==> config.mk <==
export PLATFORM = sky130hd
export DESIGN_NAME = lc3_fetch_dispatch_flat
export DESIGN_NICKNAME = d
export VERILOG_FILES = /design/src/rtl/lc3_pkg.sv /design/src/rtl/lc3_fetch_dispatch_if.sv /design/src/rtl/lc3_cc_reg.sv /design/src/rtl/lc3_fetch_dispatch.sv /design/src/flat_wrapper.sv
export SDC_FILE = /design/constraint.sdc
export NUM_CORES = 1
export LEC_CHECK = 0
export ABC_AREA = 1
export BUFFER_PORTS_ARGS = -buffer_cell sky130_fd_sc_hd__buf_4
export CORE_UTILIZATION = 49
export CTS_CLUSTER_SIZE = 20
export DETAILED_ROUTE_END_ITERATION = 10
export PLACE_DENSITY = 0.85
export SLEW_MARGIN = 15
export SYNTH_ARGS = -nofsm -noshare
export SYNTH_HDL_FRONTEND = slang
export SYNTH_SLANG_ARGS = --single-unit
==> constraint.sdc <==
create_clock -name clk -period 4 [get_ports clk]
set_clock_uncertainty 0.2 [all_clocks]
set_input_delay 0.2 -clock clk [delete_from_list [all_inputs] [get_ports clk]]
set_output_delay 0.2 -clock clk [all_outputs]
set_load 0.005 [all_outputs]
==> src/rtl/lc3_pkg.sv <==
// Shared types and constants for the LC-3 fetch/dispatch slice.
//   opcode_e : 4-bit LC-3 opcodes (ir[15:12])
//   state_e  : sequencer states
//   HALT_INSTR, DEFAULT_RESET_PC, req_onehot() helper
package lc3_pkg;

  typedef enum logic [3:0] {
    OP_BR   = 4'd0,  OP_ADD = 4'd1,  OP_LD   = 4'd2,  OP_ST   = 4'd3,
    OP_JSR  = 4'd4,  OP_AND = 4'd5,  OP_LDR  = 4'd6,  OP_STR  = 4'd7,
    OP_RTI  = 4'd8,  OP_NOT = 4'd9,  OP_LDI  = 4'd10, OP_STI  = 4'd11,
    OP_JMP  = 4'd12, OP_RES = 4'd13, OP_LEA  = 4'd14, OP_TRAP = 4'd15
  } opcode_e;

  typedef enum logic [1:0] {
    S_FETCH  = 2'd0,
    S_DECODE = 2'd1,
    S_EXEC   = 2'd2,
    S_HALT   = 2'd3
  } state_e;

  localparam logic [15:0] HALT_INSTR       = 16'hF025;
  localparam logic [15:0] DEFAULT_RESET_PC = 16'h3000;

  // One-hot execute-unit request for an opcode.
  function automatic logic [15:0] req_onehot(input opcode_e op);
    logic [15:0] r;
    r = '0;
    r[op] = 1'b1;
    return r;
  endfunction

endpackage

==> src/rtl/lc3_fetch_dispatch_if.sv <==
// Instruction-fetch memory bus.
//   addr  : fetch address (master -> slave)
//   rd    : fetch request, held until ready (master -> slave)
//   rdata : fetched word, valid with ready (slave -> master)
//   ready : slave accepts and returns data this cycle (slave -> master)
interface lc3_mem_if;
  logic [15:0] addr;
  logic        rd;
  logic [15:0] rdata;
  logic        ready;

  modport master (output addr, rd, input rdata, ready);
  modport slave  (input addr, rd, output rdata, ready);
endinterface

==> src/rtl/lc3_cc_reg.sv <==
// NZP condition-code register.
//   clk, rst     : clock, synchronous active-high reset (resets to Z)
//   we, value    : load NZP derived from value when we=1
//   n, z, p      : condition codes, exactly one set at all times
module lc3_cc_reg (
  input  logic        clk,
  input  logic        rst,
  input  logic        we,
  input  logic [15:0] value,
  output logic        n,
  output logic        z,
  output logic        p
);

  always_ff @(posedge clk) begin
    if (rst) begin
      n <= 1'b0;
      z <= 1'b1;
      p <= 1'b0;
    end else if (we) begin
      n <= value[15];
      z <= (value == 16'h0000);
      p <= !value[15] && (value != 16'h0000);
    end
  end

endmodule

==> src/rtl/lc3_fetch_dispatch.sv <==
// LC-3 fetch/decode/dispatch sequencer.
//   clk, rst      : clock, synchronous active-high reset
//   mem           : fetch bus (master side)
//   ir, pc        : instruction register, program counter (pc+1 once fetched)
//   exec_req      : one-hot start request to the execute unit, high in EXEC
//   exec_done     : unit finished (EXEC only)
//   pc_load_en/val: PC redirect from the unit (EXEC only)
//   cc_we/value   : condition-code update from the unit (EXEC only)
//   n, z, p       : condition codes
//   halted        : HALT decoded, core stopped until reset
//   illegal       : sticky, reserved opcode decoded
module lc3_fetch_dispatch
  import lc3_pkg::*;
#(
  parameter logic [15:0] RESET_PC = DEFAULT_RESET_PC
) (
  input  logic        clk,
  input  logic        rst,
  lc3_mem_if.master   mem,
  output logic [15:0] ir,
  output logic [15:0] pc,
  output logic [15:0] exec_req,
  input  logic        exec_done,
  input  logic        pc_load_en,
  input  logic [15:0] pc_load_val,
  input  logic        cc_we,
  input  logic [15:0] cc_value,
  output logic        n,
  output logic        z,
  output logic        p,
  output logic        halted,
  output logic        illegal
);

  state_e  state, state_nxt;
  opcode_e op;

  assign op = opcode_e'(ir[15:12]);

  // State register
  always_ff @(posedge clk) begin
    if (rst) state <= S_FETCH;
    else     state <= state_nxt;
  end

  // Next-state logic
  always_comb begin
    state_nxt = state;
    unique case (state)
      S_FETCH:  if (mem.ready) state_nxt = S_DECODE;
      S_DECODE: begin
        if (ir == HALT_INSTR)  state_nxt = S_HALT;
        else if (op == OP_RES) state_nxt = S_FETCH;
        else                   state_nxt = S_EXEC;
      end
      S_EXEC:   if (exec_done) state_nxt = S_FETCH;
      S_HALT:   state_nxt = S_HALT;
      default:  state_nxt = S_FETCH;
    endcase
  end

  // Outputs. Request and fetch strobe are gated by rst so they drop in the
  // reset cycle itself rather than one edge later.
  always_comb begin
    mem.addr = pc;
    mem.rd   = (state == S_FETCH) && !rst;
    exec_req = '0;
    if (state == S_EXEC && !rst) exec_req = req_onehot(op);
    halted   = (state == S_HALT);
  end

  // PC / IR / illegal flag
  always_ff @(posedge clk) begin
    if (rst) begin
      pc      <= RESET_PC;
      ir      <= '0;
      illegal <= 1'b0;
    end else begin
      unique case (state)
        S_FETCH: if (mem.ready) begin
          ir <= mem.rdata;
          pc <= pc + 16'd1;
        end
        S_DECODE: if (op == OP_RES && ir != HALT_INSTR) illegal <= 1'b1;
        S_EXEC:   if (pc_load_en) pc <= pc_load_val;
        default:  ;
      endcase
    end
  end

  lc3_cc_reg u_cc (
    .clk   (clk),
    .rst   (rst),
    .we    (cc_we && state == S_EXEC),
    .value (cc_value),
    .n     (n),
    .z     (z),
    .p     (p)
  );

endmodule

==> src/flat_wrapper.sv <==
// flat-port wrapper written by rule: the top's interface ports become plain ports
module lc3_fetch_dispatch_flat import lc3_pkg::*;
#(
  parameter logic [15:0] RESET_PC = DEFAULT_RESET_PC
)
  (clk, rst, ir, pc, exec_req, exec_done, pc_load_en, pc_load_val, cc_we, cc_value, n, z, p, halted, illegal, mem_addr, mem_rd, mem_rdata, mem_ready);
  lc3_mem_if mem_i ();
  input  logic clk;
  input  logic rst;
  output logic [15:0] ir;
  output logic [15:0] pc;
  output logic [15:0] exec_req;
  input  logic exec_done;
  input  logic pc_load_en;
  input  logic [15:0] pc_load_val;
  input  logic cc_we;
  input  logic [15:0] cc_value;
  output logic n;
  output logic z;
  output logic p;
  output logic halted;
  output logic illegal;
  output wire logic [$bits(mem_i.addr)-1:0] mem_addr;
  output wire logic [$bits(mem_i.rd)-1:0] mem_rd;
  input wire logic [$bits(mem_i.rdata)-1:0] mem_rdata;
  input wire logic [$bits(mem_i.ready)-1:0] mem_ready;
  assign mem_addr = mem_i.addr;
  assign mem_rd = mem_i.rd;
  assign mem_i.rdata = mem_rdata;
  assign mem_i.ready = mem_ready;
  lc3_fetch_dispatch #(.RESET_PC(RESET_PC)) u_core (.clk(clk), .rst(rst), .mem(mem_i), .ir(ir), .pc(pc), .exec_req(exec_req), .exec_done(exec_done), .pc_load_en(pc_load_en), .pc_load_val(pc_load_val), .cc_we(cc_we), .cc_value(cc_value), .n(n), .z(z), .p(p), .halted(halted), .illegal(illegal));
endmodule
==> reports/metrics.yaml, run 1 <==
num_antenna_cells: 0
port_buffers: 123
min_path_type: "input port to flip-flop"
cp_num_buf_inv: 2
cts_resized: 0
wl_per_cell_um: 12.47
core_area_um2: 4444
synth_fp_nets: 409
met2_length_mm: 3.410
worst_slew_margin_rel_pct: 56.06
cts_made_buffers: 5
cts_buffer_depth: 2
p_leak_uw: 0.001596
reg2reg_slack_ns: 2.23
syn_area_um2: 2317
p_int_uw: 733.2
powerDensity_nw_per_um2: 309.7
drv_slew: 0
die_h_um: 70.77
path_max_fanout: 27
gp_congestion: 0.8438
dp_hpwl_mm: 4.806
switching_share_pct: 30.28
routed_wl_mm: 6.584
dr.first_iter.drc_count: 190
cts.reportedPaths.clkPinSlew_ns: 0.08
worstPathArrival_ns: 1.76
clock_latency_ns: 0.30
drc: 12
ys_types: 33
crit_slowest_cell: "dfxtp_1"
initial_core_util_pct: 52.14
final.setup.tns_ns: 0
syn_inst: 354
yosysTopAreaCell: "dfxtp_1"
track_usage_pct: 27.55
highest_layer: "met4"
path_delay_family: "simple AND/OR/NAND/NOR gates"
cpMostUsedCell: "nor2_1"
cts_tree: "built"
fmax_mhz: 463.6
path_class: "flip-flop to primary output"
m1WireLength_mm: 2.515
violations: "design-rule violations"
num_vias: 2709
place_area_um2: 3112
synth.area.top_cells: "dfxtp_1 33%, nor2_1 14%, nand2_1 9.2%"
syn_avg_cell_area_um2: 6.546
drive_gt1_share_pct: 32.14
hold_violations: 0
h-tree-depth: 2
cp.required_ns: 3.60
pwr-share-comb_pct: 25.6
power_frac_seq_pct: 42.6
grt_setup_unrepaired: "no"
design_area_um2: 3396
grt_overflow: 0
drtPass1Iterations: 7
worst_setup_path_start_kind: "flip-flop"
yosysSeqAreaShare_pct: 32.83
worstMarginPinSlew_ns: 0.6551
fin_crit_sh_pct: 53.92
die_w_um: 70.77
post-cts-setup-buffers: 0
p_clk_share_pct: 31.8
wl_met3_um: 555
postRouteAntennaNets: 0
cts_sinks: 38
root_buffer: "clkbuf_8"
critical_path.max_stage_delay_ns: 0.36
finalSetupViolations: 0
cap_violations: 0
antenna_found_initial: 0
yosysWarnings: 0
grt_max_degree: 29
fin_nets: 530
dieArea_um2: 5008
via_per_inst: 5.131
grt_pass1_wl_mm: 11.21
cts_hold_buf: 17
grt_pass1_vias: 2591
ir_drop_v: 0.0002349
p_sw_uw: 318.4
row_count: 24
syn_to_final_growth_pct: 46.54
final.min_clock_period_ns: 2.157
crit_chain: "inv_2, nand2_8, nor2_1, nand3_1, nor2_1, buf_4"
yosys.area.top_type_share_pct: 32.83
cp-end-kind: "primary output"
outcome: "finished with violations"
ys_ff_latch: 38
io-pin-count: 124
## Yosys cell counts, drive strengths merged
cell / n
a21oi: 24
a31oi: 2
buf: 24
clkbuf: 2
clkinv: 2
dfxtp: 38
ha: 1
inv: 31
nand2: 66
nand3: 23
nand4: 8
nor2: 87
nor3: 6
nor3b: 1
nor4: 1
o21a: 1
o21ai: 35
xor2: 2
## through the flow
stage               util (%)  setup WS [ns]  hold WS [ns]  std cells  power, uW
floorplan                  -          2.434        0.1461        354      602.5
global placement       70.02          2.258        0.2475        503      703.6
detailed placement     70.02          2.193        0.2581        503      709.9
CTS                    76.41          1.859      0.003117        528       1055
global route           76.41          1.675       0.02115        528       1109
finish                 76.41          1.843      0.002136        528       1052
## registers in the layout, summed over array words and instances (netlist names)
register and count:
u_core.illegal 1, u_core.u_cc.n 1, u_core.u_cc.z 1, u_core.u_cc.p 1
u_core.ir 16, u_core.state 2, u_core.mem.addr 16
## final timing paths
check,from,endpoint,cells after the start
worst max-delay path,u_core.state[0],exec_req[6],6
worst max register to register,u_core.mem.addr[0],u_core.mem.addr[12],8
worst min-delay path,mem_rdata[15],u_core.ir[15],3
worst min register to register,u_core.u_cc.p,u_core.u_cc.p,2
## metal layers
layer / GRT usage [%] / vias up
met4: 9.111 / 0
met1: 29.19 / 1216
met2: 52.46 / 109
met5: 0 / -
met3: 7.407 / 11
li1: - / 1373
## power by group through the flow
| stage | Combinational (uW) | Clock (uW) | Sequential (uW) |
|---|---|---|---|
| 2_1_floorplan | 151 | 0 | 452 |
| 3_3_place_gp | 249 | 0 | 455 |
| 3_5_place_dp | 254 | 0 | 456 |
| 4_1_cts | 268 | 340 | 447 |
| 5_1_grt | 300 | 355 | 454 |
| 6_report | 269 | 334 | 448 |
## layout make-up
| type | count | area (um^2) |
|---|---|---|
| clock buffer | 5 | 68.82 |
| timing repair buffer | 140 | 1094 |
| inverter | 33 | 133.9 |
| sequential | 38 | 760.7 |
| tap | 52 | 65.06 |
| fill | 328 | 1049 |
| clock inverter | 3 | 45.04 |
| multi-input combinational | 257 | 1229 |
## tightest hold or removal path, delay by kind of cell
family,cells,cell delay [ns]
AO/OA/AOI/OAI,2,0.19
buffers and inverters,1,0.07
## cells by family after synthesis
group | share of synthesized area, %
XOR/XNOR | 0.7561
buffers and inverters | 14.15
AND/OR/NAND/NOR | 37.15
adder cells (fa/ha/maj) | 0.5399
flip-flops | 32.83
AO/OA/AOI/OAI | 14.58
## layout by cell type, fill, tap and decap left out, types with 6 or more instances in the layout
| cell | count |
|---|---|
| nand2_2 | 6 |
| dlygate4sd3_1 | 17 |
| inv_1 | 27 |
| o21ai_0 | 32 |
| dfxtp_1 | 38 |
| a21oi_1 | 18 |
| buf_4 | 123 |
| nand3_1 | 22 |
| a21oi_2 | 6 |
| nand2_1 | 57 |
| nor2_1 | 85 |
| nor3_1 | 6 |
| nand4_1 | 8 |
(Power assumes the default switching activity.)
==> inputs of run 2 (changes only) <==
CORE_UTILIZATION = 45   (was 49)
PLACE_DENSITY = 0.79   (was 0.85)
clock period = 2.1 ns   (was 4 ns; I/O delays follow)
==> run 2 against run 1 <==
Clock-buffer cell count did not move. Critical path type is now input port to flip-flop. Clock power rose by 87%. Non-clock buffer count rose by 22. Highest routed layer unchanged. Routed wire length rose by 8.5%. The run now ends clean. Core utilization fell by 1.5 points.
==> reports/metrics.yaml, run 2 (synthesized netlist as in run 1, its figures left out) <==
antenna_found_initial: 0  # unchanged
io-pin-count: 124  # unchanged
initial_core_util_pct: 47.79  # -4.3 points
stdcell_count: 565  # +7.0%
core_area_um2: 4848  # +9.1%
min_path_type: "input port to flip-flop"
final.setup.tns_ns: 0  # unchanged
cts_tree: "built"
num_vias: 2803  # +3.5%
cp-end-kind: "flip-flop"
drc: 0  # -12
final.min_clock_period_ns: 1.897
ff2ff_path_depth: 5  # -3
die_w_um: 73.76  # +4.2%
cts_buffer_depth: 2  # unchanged
gp_congestion: 0.8489  # +0.60%
worstMarginPinSlew_ns: 0.3088  # -0.3463 ns
cts.reportedPaths.clkPinSlew_ns: 0.07  # about the same
port_buffers: 123  # unchanged
track_usage_pct: 27.34  # -0.21 points
worstReg2RegEnd: "u_core.ir[3]"
clock_latency_ns: 0.29  # about the same
row_count: 25  # +4.2%
wl_per_cell_um: 12.64  # +1.4%
grt_pass1_vias: 2601  # +0.39%
cts_sinks: 38  # unchanged
cp.required_ns: 2.09  # -1.51 ns
outcome: "finished clean"
final_common_cell: "buf_4"
grt_pass1_wl_mm: 11.54  # +3.0%
reg2reg_slack_ns: 0.36  # -1.87 ns
worst_slew_margin_rel_pct: 79.38  # +23 points
hold_violations: 0  # unchanged
grt_setup_unrepaired: "no"
crit_start: "cc_value[13]"
num_antenna_cells: 0  # unchanged
fin_crit_sh_pct: 90.32
dp_hpwl_mm: 4.882  # +1.6%
grt_overflow: 0  # unchanged
powerDensity_nw_per_um2: 559.8  # +81%
dieArea_um2: 5441  # +8.6%
dpl.cell_count: 522  # +3.8%
r2r-start: "u_core.state[1]"
dr.first_iter.drc_count: 222  # +17%
root_buffer: "clkbuf_8"
worst_setup_path_start_kind: "input port"
cts_made_buffers: 5  # unchanged
grt_max_degree: 28  # -3.4%
drtPass1Iterations: 5  # -2
layout_common_cells: "127 x buf_4, 84 x nor2_1, 57 x nand2_1"
syn_to_final_growth_pct: 56.75
path_max_fanout: 2  # -93%
fmax_mhz: 527.2
cap_violations: 0  # unchanged
p_leak_uw: 0.001696  # +6.3%
ir_drop_v: 0.0003427  # +46%
via_per_inst: 4.961  # -3.3%
fin_nets: 552  # +4.2%
endpoint: "u_core.u_cc.p"
die_h_um: 73.76  # +4.2%
path_class: "input port to flip-flop"
drv_slew: 0  # unchanged
postRouteAntennaNets: 0  # unchanged
finalSetupViolations: 0  # unchanged
final.fill_count: 379  # +16%
worstPathArrival_ns: 1.88  # +0.12 ns
drive_gt1_share_pct: 31.73  # -0.42 points
h-tree-depth: 2  # unchanged
routed_wl_mm: 7.141  # +8.5%
==> run 2: worst min-delay path by stage <==
stage	startpoint	end	slack [ns]	cells past startpoint
6_report	pc_load_en	u_core.mem.addr[0]	0.009	4
5_1_grt	mem_ready	u_core.state[0]	0.02	5
4_1_cts	pc_load_en	u_core.mem.addr[0]	0.003	4
3_5_place_dp	mem_rdata[8]	u_core.ir[8]	0.17	3
3_3_place_gp	mem_rdata[0]	u_core.ir[0]	0.15	3
2_1_floorplan	cc_value[15]	u_core.u_cc.n	0.05	2
==> run 2: final cells by class <==
type / instances / area [um^2] / share of cell area (%)
Sequential cell: 38 / 760.7 / 20.94
Inverter: 33 / 133.9 / 3.686
Timing Repair Buffer: 162 / 1304 / 35.89
Multi-Input combinational cell: 257 / 1236 / 34.03
Clock buffer: 5 / 68.82 / 1.895
Clock inverter: 3 / 45.04 / 1.240
Tap cell: 67 / 83.83 / 2.308
==> run 2: critical path: stages <==
cell           delay (ns)
dlygate4sd3_1        0.56
buf_4                0.14
nor2_1               0.08
dlygate4sd3_1        0.56
nand2_1              0.06
nor3_1               0.18
nand2_1              0.09
nand2_1              0.06
a21oi_1              0.04
==> run 2: what timing repair did <==
action                                  CTS  global route
setup buffers                             0             0
gates cloned                              0             0
endpoints found under the setup margin    1             1
gates resized for setup                   1             1
hold buffers                             35             0
hold endpoints to repair                 36             0
==> run 2: per-layer routing <==
layer,vias to the layer above,part of all wire [%],global-route usage [%]
li1,1412,-,-
met5,-,0,0
met3,8,8.3,6.173
met4,0,1.1,7.692
met1,1254,40,31.74
met2,129,51,49.85
==> run 2: per-stage QoR <==
stage	instance area (um^2)	total power, uW	setup slack, ns	util, %	hold WS (ns)
2_1_floorplan	2317	1148	0.5337	-	0.05105
3_3_place_gp	3161	1352	0.4265	65.19	0.1545
3_5_place_dp	3161	1361	0.3302	65.19	0.1658
4_1_cts	3627	2040	0.1245	74.81	0.003103
5_1_grt	3632	2141	0.09795	74.92	0.02039
6_report	3632	2033	0.2032	74.92	0.008962
==> run 2: where the power goes <==
part	total (uW)	switching [uW]	internal (uW)
clock network	625	272	353
registers	850	69.4	780
logic	559	268	291
total	2030	609	1420
==> inputs of run 3 (changes only) <==
==> constraint.sdc (replaced) <==
create_clock -name clk -period 2.1 [get_ports clk]
set_clock_uncertainty 0.2 [all_clocks]
set_input_delay 0.42 -clock clk [delete_from_list [all_inputs] [get_ports clk]]
set_output_delay 0.42 -clock clk [all_outputs]
set_load 0.005 [all_outputs]
==> run 3 against run 2 <==
First-iteration DRC count shrank 37%. Hold slack gained 0.17 ns. Sequential power is 0.6% higher. Fmax decreased by 4.8%. Global-route usage fell by 3.3 points. Die area is the same.
==> reports/metrics.yaml, run 3 (synthesized netlist as in run 1, its figures left out) <==
wl_met3_um: 495  # -16%
cp.required_ns: 1.48  # -0.61 ns
finalSetupViolations: 0  # unchanged
grt_pass1_vias: 2388  # -8.2%
fmax_mhz: 502.0  # -4.8%
cap_violations: 0  # unchanged
dieArea_um2: 5441  # unchanged
outcome: "finished clean"
gp_congestion: 0.8390  # -1.2%
cts_tree: "built"
cts_hold_buf: 0  # -100%
wl_per_cell_um: 11.99  # -5.2%
seqCellArea_um2: 763.2  # +0.33%
ff2ff_path_depth: 9  # +4
drtPass1Iterations: 4  # -1
grt_pass1_wl_mm: 10.31  # -11%
power_frac_seq_pct: 43.3  # +1.5 points
fin_nets: 519  # -6.0%
crit_slowest_cell: "dfxtp_2"
worst_setup_path_start_kind: "flip-flop"
cts_sinks: 38  # unchanged
dp_hpwl_mm: 4.866  # -0.32%
root_buffer: "clkbuf_8"
final.min_clock_period_ns: 1.992  # +0.09519 ns
multi_input_comb_area_um2: 1246  # +0.81%
track_usage_pct: 24.01  # -3.3 points
place_ws_ns: 0.1544  # -0.1758 ns
critical_path.max_stage_delay_ns: 0.35  # -0.21 ns
worstMarginPinSlew_ns: 0.3016  # -0.007277 ns
final.fill_count: 451  # +19%
num_antenna_cells: 0  # unchanged
grt_setup_unrepaired: "no"
cts_made_buffers: 5  # unchanged
io-pin-count: 124  # unchanged
initial_core_util_pct: 47.79  # unchanged
postRouteAntennaNets: 0  # unchanged
row_count: 25  # unchanged
drv_slew: 0  # unchanged
final.setup.tns_ns: 0  # unchanged
p_sw_uw: 593.0  # -2.6%
cp-end-kind: "primary output"
switching_share_pct: 30.01  # +0.067 points
drc: 0  # unchanged
highest_layer: "met4"
core_area_um2: 4848  # unchanged
min_path_type: "input port to flip-flop"
p_leak_uw: 0.001562  # -7.9%
p_clk_share_pct: 31.5  # +0.8 points
layout_common_cells: "129 x buf_4, 84 x nor2_1, 57 x nand2_1"
crit_start: "u_core.state[0]"
ir_drop_v: 0.0003865  # +13%
worstPathArrival_ns: 1.37  # -0.51 ns
die_h_um: 73.76  # unchanged
hold_violations: 0  # unchanged
clock_latency_ns: 0.29  # about the same
setup_slack_ns: 0.1080  # -0.09520 ns
fin_crit_sh_pct: 94.86  # +4.5 points
port_buffers: 123  # unchanged
pwr-share-comb_pct: 25.2  # -2.3 points
path_class: "flip-flop to primary output"
grt_overflow: 0  # unchanged
cts_buffer_depth: 2  # unchanged
r2r-start: "u_core.state[0]"
drive_gt1_share_pct: 35.27  # +3.5 points
endpoint: "exec_req[12]"
die_w_um: 73.76  # unchanged
powerDensity_nw_per_um2: 598.0  # +6.8%
routed_wl_mm: 6.377  # -11%
path_max_fanout: 6  # +4
syn_to_final_growth_pct: 42.60
final_common_cell: "buf_4"
worstReg2RegEnd: "u_core.mem.addr[10]"
cts.reportedPaths.clkPinSlew_ns: 0.08  # about the same
via_per_inst: 4.940  # -0.43%
worst_slew_margin_rel_pct: 79.90  # +0.51 points
grt_max_degree: 27  # -3.6%
p_int_uw: 1383  # -2.9%
dr.first_iter.drc_count: 139  # -37%
reg2reg_slack_ns: 0.26  # -0.10 ns
num_vias: 2628  # -6.2%
crit_chain: "inv_2, nand2_8, nor2_4, nand3_2, nor2_1, buf_4"
h-tree-depth: 2  # unchanged
m1WireLength_mm: 2.714  # -5.0%
antenna_found_initial: 0  # unchanged
met2_length_mm: 3.123  # -14%
run 3: cell type report:
class / count / share of cell area, %
inverter: 33 / 4.051
clock buffer: 5 / 2.083
tap: 67 / 2.537
sequential: 38 / 23.10
clock inverter: 3 / 1.212
multi-input combinational: 257 / 37.71
timing repair buffer: 129 / 29.31
run 3: what timing repair did:
| item | 4_1_cts | 5_1_grt |
|---|---|---|
| endpoints found under the setup margin | 15 | 9 |
| gates resized for setup | 2 | 4 |
| pin swaps | 0 | 1 |
| setup buffers | 0 | 1 |
run 3: worst min-delay path by stage:
| stage | start | to | slack, ns | cells after the start |
|---|---|---|---|---|
| detailed placement | u_core.u_cc.p | u_core.u_cc.p | 0.25 | 2 |
| finish | mem_rdata[8] | u_core.ir[8] | 0.17 | 3 |
| floorplan | u_core.u_cc.p | u_core.u_cc.p | 0.26 | 2 |
| CTS | mem_rdata[8] | u_core.ir[8] | 0.17 | 3 |
| global placement | u_core.u_cc.p | u_core.u_cc.p | 0.25 | 2 |
| global route | mem_rdata[3] | u_core.ir[3] | 0.19 | 3 |
run 3: critical path: cells and delay by family (launching register included):
kind                   cells  cell delay [ns]
and+or+nand+nor            4             0.50
buffers and inverters      2             0.23
DFF                        1             0.35
run 3: power groups by stage:
stage          registers (uW)  logic, uW  clock network (uW)
6_report                  855        499                 622
5_1_grt                   866        560                 653
4_1_cts                   853        497                 629
3_5_place_dp              869        493                   0
3_3_place_gp              868        482                   0
2_1_floorplan             860        287                   0
run 3: metal layers:
metal	vias up	global-route usage [%]
met2	107	42.51
met5	-	0
met1	1172	28.64
met4	0	5.556
li1	1343	-
met3	6	6.584
run 3: per-stage QoR:
stage | hold WS, ns | cells | util (%) | area (um^2) | power [uW]
2_1_floorplan | 0.2565 | 354 | - | 2317 | 1148
3_3_place_gp | 0.2536 | 523 | 65.34 | 3168 | 1350
3_5_place_dp | 0.2538 | 523 | 65.34 | 3168 | 1362
4_1_cts | 0.1694 | 531 | 67.74 | 3284 | 1979
5_1_grt | 0.1928 | 532 | 68.15 | 3304 | 2079
6_report | 0.1744 | 532 | 68.15 | 3304 | 1976
